==> config.mk <==
export PLATFORM = sky130hd
export DESIGN_NAME = pps_counter_gen
export DESIGN_NICKNAME = d
export VERILOG_FILES = /design/src/rtl/pps_counter_gen.sv
export SDC_FILE = /design/constraint.sdc
export NUM_CORES = 1
export LEC_CHECK = 0
export CAP_MARGIN = 0
export CORE_UTILIZATION = 45
export DETAILED_ROUTE_END_ITERATION = 6
export PLACE_DENSITY = 0.68
export SETUP_SLACK_MARGIN = 0.3
export SLEW_MARGIN = 20
export SYNTH_ARGS = -nofsm -noshare
export SYNTH_HDL_FRONTEND = slang
export SYNTH_SLANG_ARGS = --single-unit
==> constraint.sdc <==
create_clock -name clk -period 5 [get_ports clk]
set_input_delay 0.5 -clock clk [delete_from_list [all_inputs] [get_ports clk]]
set_output_delay 0.5 -clock clk [all_outputs]
set_load 0.01 [all_outputs]
==> src/rtl/pps_counter_gen.sv <==
// PPS edge counter and period monitor on a free-running system clock.
// Synchronises raw pps, counts its edges, times and qualifies the interval.
module pps_counter_gen #(
    parameter int          CNT_W       = 24,
    parameter int          PER_W       = 32,
    parameter int          SYNC_STAGES = 2,
    parameter bit          WRAP        = 1'b1,
    parameter int unsigned MIN_PER     = 99_990_000,
    parameter int unsigned MAX_PER     = 100_010_000
) (
    input  logic             clk,
    input  logic             nclr,
    input  logic             pps,
    input  logic             clr,
    input  logic             en,
    output logic [CNT_W-1:0] pcnt,
    output logic [PER_W-1:0] period,
    output logic             per_vld,
    output logic             pps_ok,
    output logic             lost,
    output logic             ovf
);

    typedef enum logic [1:0] {
        IDLE,
        RUN,
        LOST
    } state_t;

    localparam logic [PER_W-1:0] MIN_V = PER_W'(MIN_PER);
    localparam logic [PER_W-1:0] MAX_V = PER_W'(MAX_PER);
    localparam logic [PER_W-1:0] ONE_V = PER_W'(1);

    state_t                 state;
    logic [SYNC_STAGES-1:0] sync;
    logic                   dly;
    logic                   rise;
    logic [PER_W-1:0]       per_cnt;
    logic [PER_W-1:0]       per_inc;
    logic                   in_rng;

    assign rise    = sync[SYNC_STAGES-1] & ~dly;
    assign per_inc = (&per_cnt) ? per_cnt : per_cnt + ONE_V;
    assign in_rng  = (per_cnt >= MIN_V) && (per_cnt <= MAX_V);

    // Metastability chain plus edge-detect delay; deliberately ignores clr
    always_ff @(posedge clk or negedge nclr) begin
        if (!nclr) begin
            sync <= '0;
            dly  <= 1'b0;
        end else begin
            sync[0] <= pps;
            for (int i = 1; i < SYNC_STAGES; i++) begin
                sync[i] <= sync[i-1];
            end
            dly <= sync[SYNC_STAGES-1];
        end
    end

    // Edge counter: wraps or saturates at all-ones, flagging ovf either way
    always_ff @(posedge clk or negedge nclr) begin
        if (!nclr) begin
            pcnt <= '0;
            ovf  <= 1'b0;
        end else if (clr) begin
            pcnt <= '0;
            ovf  <= 1'b0;
        end else if (rise && en) begin
            if (&pcnt) begin
                ovf <= 1'b1;
                if (WRAP) begin
                    pcnt <= '0;
                end
            end else begin
                pcnt <= pcnt + 1'b1;
            end
        end
    end

    // Period FSM: arm on first edge, measure later edges, time out to LOST
    always_ff @(posedge clk or negedge nclr) begin
        if (!nclr) begin
            state   <= IDLE;
            per_cnt <= '0;
            period  <= '0;
            per_vld <= 1'b0;
            pps_ok  <= 1'b0;
            lost    <= 1'b0;
        end else if (clr) begin
            state   <= IDLE;
            per_cnt <= '0;
            period  <= '0;
            per_vld <= 1'b0;
            pps_ok  <= 1'b0;
            lost    <= 1'b0;
        end else begin
            per_vld <= 1'b0;
            per_cnt <= per_inc;
            unique case (state)
                IDLE: begin
                    if (rise) begin
                        state   <= RUN;
                        per_cnt <= ONE_V;
                    end
                end
                RUN: begin
                    if (rise) begin
                        period  <= per_cnt;
                        per_cnt <= ONE_V;
                        per_vld <= 1'b1;
                        pps_ok  <= in_rng;
                    end else if (per_cnt > MAX_V) begin
                        state  <= LOST;
                        lost   <= 1'b1;
                        pps_ok <= 1'b0;
                    end
                end
                LOST: begin
                    if (rise) begin
                        state   <= RUN;
                        period  <= per_cnt;
                        per_cnt <= ONE_V;
                        per_vld <= 1'b1;
                        pps_ok  <= 1'b0;
                    end
                end
                default: state <= IDLE;
            endcase
        end
    end

endmodule
==> summary.md <==
| Metric | Value |
|---|---|
| CP Capture Type | `flop` |
| Hold slack | `69.3 ps` |
| Vias in the first global route | `4026` |
| Largest net degree at the start of global routing | `66` |
| Worst path required time | `5250 ps` |
| YS warnings | `0` |
| Clock root buffer | `clkbuf_8` |
| Sequential share of the synthesized area | `48.7%` |
| Post-layout util | `53.9%` |
| GRT Total Usage | `21.5%` |
| Area of the multi-input gates | `2290 µm²` |
| Initial antenna violation count | `0` |
| Fin cells | `687` |
| # setup viols final | `0` |
| Placed cell count | `671` |
| Ant diodes | `0` |
| Post-route DRC | `0` |
| Critical path class | `reg2reg` |
| Cts repair resizes | `0` |
| DR vias | `4081` |
| Min-delay worst type | `in2async` |
| Clk_lat worst skew | `370 ps` |
| Area growth, synth to finish | `16.8%` |
| Pre-CTS worst setup slack | `1940 ps` |
| Post-Syn Instances | `498` |
| Sink Count | `97` |
| Power per Cell Area | `247 nW/µm²` |
| Power Total | `1.44 mW` |
| Global route overflow | `0` |
| IO buf count | `64` |
| Status | `finished, final reports clean` |
| H-tree levels | `3` |
| Fin crit share | `55.3%` |
| Post-CTS Setup Bufs | `0` |
| Yosys top cell area share | `48.7%` |
| Clk slew on worst S/H paths | `90 ps` |
| Nets | `555` |
| Share of cells above drive strength 1 | `6.40%` |
| Placer Congestion | `0.848` |
| First-pass DRT Iterations | `5` |
| Filler instances | `969` |
| Clock buffer depth | `2` |
| RSZ-0062 raised after global routing | `false` |
| Slew Limit Fails | `0` |
| Least-Margin Pin Slew | `1050 ps` |
| Die H | `107 µm` |
| Routed length per placed instance | `16.7 µm` |
| Synth area leader | `dfrtp_1` |
| Initial Util | `46.2%` |
| Synthesis-stage register bit count | `97` |
| Maximum VDD drop | `0.109 mV` |
| EDFF count, synth | `0` |
| Cell variety after synth | `68` |
| P_leak | `2.31 nW` |
| Die W | `107 µm` |
| Final Routed Wirelength | `11500 µm` |
| Worst Path Max Fanout | `20` |
| CTS Hold Buffers Added | `0` |
| Max cap viols | `0` |
| Post-route ant nets | `0` |
| Ys flop type | `dfrtp_1` |
| Final hold violation count | `0` |
| Design Area, Final | `5820 µm²` |
| Fin Clk Skew | `6.84 ps` |
| Slew headroom | `29.6%` |
| Max Fclk | `361 MHz` |
| Top post-synthesis cells by area | `dfrtp_1, a22o_1, nor2_1` |
| Crit path arrival time | `3010 ps` |
| CTS buffer count | `9` |
| DR vias/cell | `5.94` |
| Placed wire-length estimate | `7750 µm` |
| DIE AREA | `11500 µm²` |
| Ys async rst share | `100%` |
| Register Area | `2430 µm²` |
| Iter 0 DRT Violations | `194` |
| Area of placed instances | `5610 µm²` |
| Fin Setup TNS | `0 ps` |
| I/O pin count | `65` |
| Global-route wire length before repair | `19500 µm` |
| Syn_area_per_cell | `10.0 µm²` |
| R2r startpoint | `per_cnt[25]` |
| CP startpoint kind | `flop` |
| Final WS setup | `2230 ps` |
| Core area | `10800 µm²` |
| CTS tree | `built` |
| CP startpoint | `per_cnt[25]` |
| Site Rows | `38` |
| Syn_nets | `511` |
| Min Tclk post-route | `2770 ps` |
| Mapped Area | `4980 µm²` |
[state kept, by name, summed over array words and instances, names as in the netlist]
name and flops:
period 32, pps_ok 1, lost 1, dly 1, pcnt 24, state 2, ovf 1, per_cnt 32
per_vld 1, sync 2
[cell type report]
| class | instances | share of cell area [%] |
|---|---|---|
| Inverter | 14 | 0.903 |
| Clock buffer | 14 | 2.97 |
| Multi-Input combinational cell | 352 | 39.3 |
| Tap cell | 140 | 3.01 |
| Clock inverter | 2 | 0.602 |
| Sequential cell | 97 | 41.7 |
| Timing Repair Buffer | 68 | 11.5 |
[critical path, cell delays in order, from the launching register on]
cell and delay, ps:
dfrtp_1 510, nand4_1 260, or4_4 620, nor4_4 940, or4b_2 260, a21oi_1 60
[cells in the mapped netlist (2+ instances only)]
library cell	n
o311ai_0	2
nor2_1	41
a31oi_1	4
nand2b_1	3
buf_2	5
a21oi_1	27
nor2b_1	2
buf_6	6
a22o_1	31
o21a_1	3
o22ai_1	2
and3_2	2
clkbuf_1	14
nand2_1	34
nor4b_1	2
and2_1	2
o31ai_1	9
inv_1	13
nor4_1	11
nand3_1	21
a2111oi_0	2
xor2_1	11
o21ai_0	21
nand4_1	19
nor3_1	10
o31a_1	2
or4_1	10
and3_1	8
dfrtp_1	97
ha_1	8
a31o_2	2
a41oi_1	2
or3_1	12
buf_1	2
clkbuf_2	4
xnor2_1	17
and4_1	6
[power by group]
group          total, mW  leakage (nW)  switching (mW)  internal [mW]
logic             0.0947         0.865          0.0654         0.0293
clock network      0.540         0.107           0.267          0.272
registers          0.803          1.34          0.0104          0.792
[placed cells by master (no fill, tap or decap), types with 3 or more instances in the layout]
cell,n
clkdlybuf4s50_1,63
a21oi_1,26
buf_4,5
dfrtp_1,97
nand2_1,34
a31oi_1,4
and4_1,6
o31ai_1,9
nand3_1,21
ha_1,8
clkbuf_8,12
o21ai_0,20
nand2b_1,3
nor4_1,11
nand4_1,19
or3_1,12
nor3_1,10
o21a_1,3
nor2_1,41
xnor2_1,17
xor2_1,11
a22o_1,31
inv_1,13
or4_1,10
and3_1,8
[path summary, 6_finish.rpt]
path | endpoint | slack (ps) | depth (start not counted)
hold reg to reg | sync[1] | 350 | 0
min in group clk | sync[1] | 350 | 0
max in group asynchronous | period[10] | 3760 | 2
hold / removal | period[31] | 70 | 1
setup / recovery | per_cnt[16] | 2230 | 5
setup reg to reg | per_cnt[16] | 2230 | 5
[metal layers]
metal	global-route usage (%)	routed length, µm
met1	27.9	5110
met2	35.5	5580
met3	4.26	590
met4	8.32	201
met5	0	0
[cell families (layout without fill, tap and decap cells)]
logic type      Yosys count  in the layout  share of synthesized area (%)
simple gates            196            196                           22.1
compound gates          119            119                           16.6
mux                       1              1                          0.201
flops                    97             97                           48.7
xor+xnor                 28             28                           4.92
buf+inv                  49             98                           5.42
fa+ha+maj                 8              8                           2.01
Power figures use the tool's default switching activity.
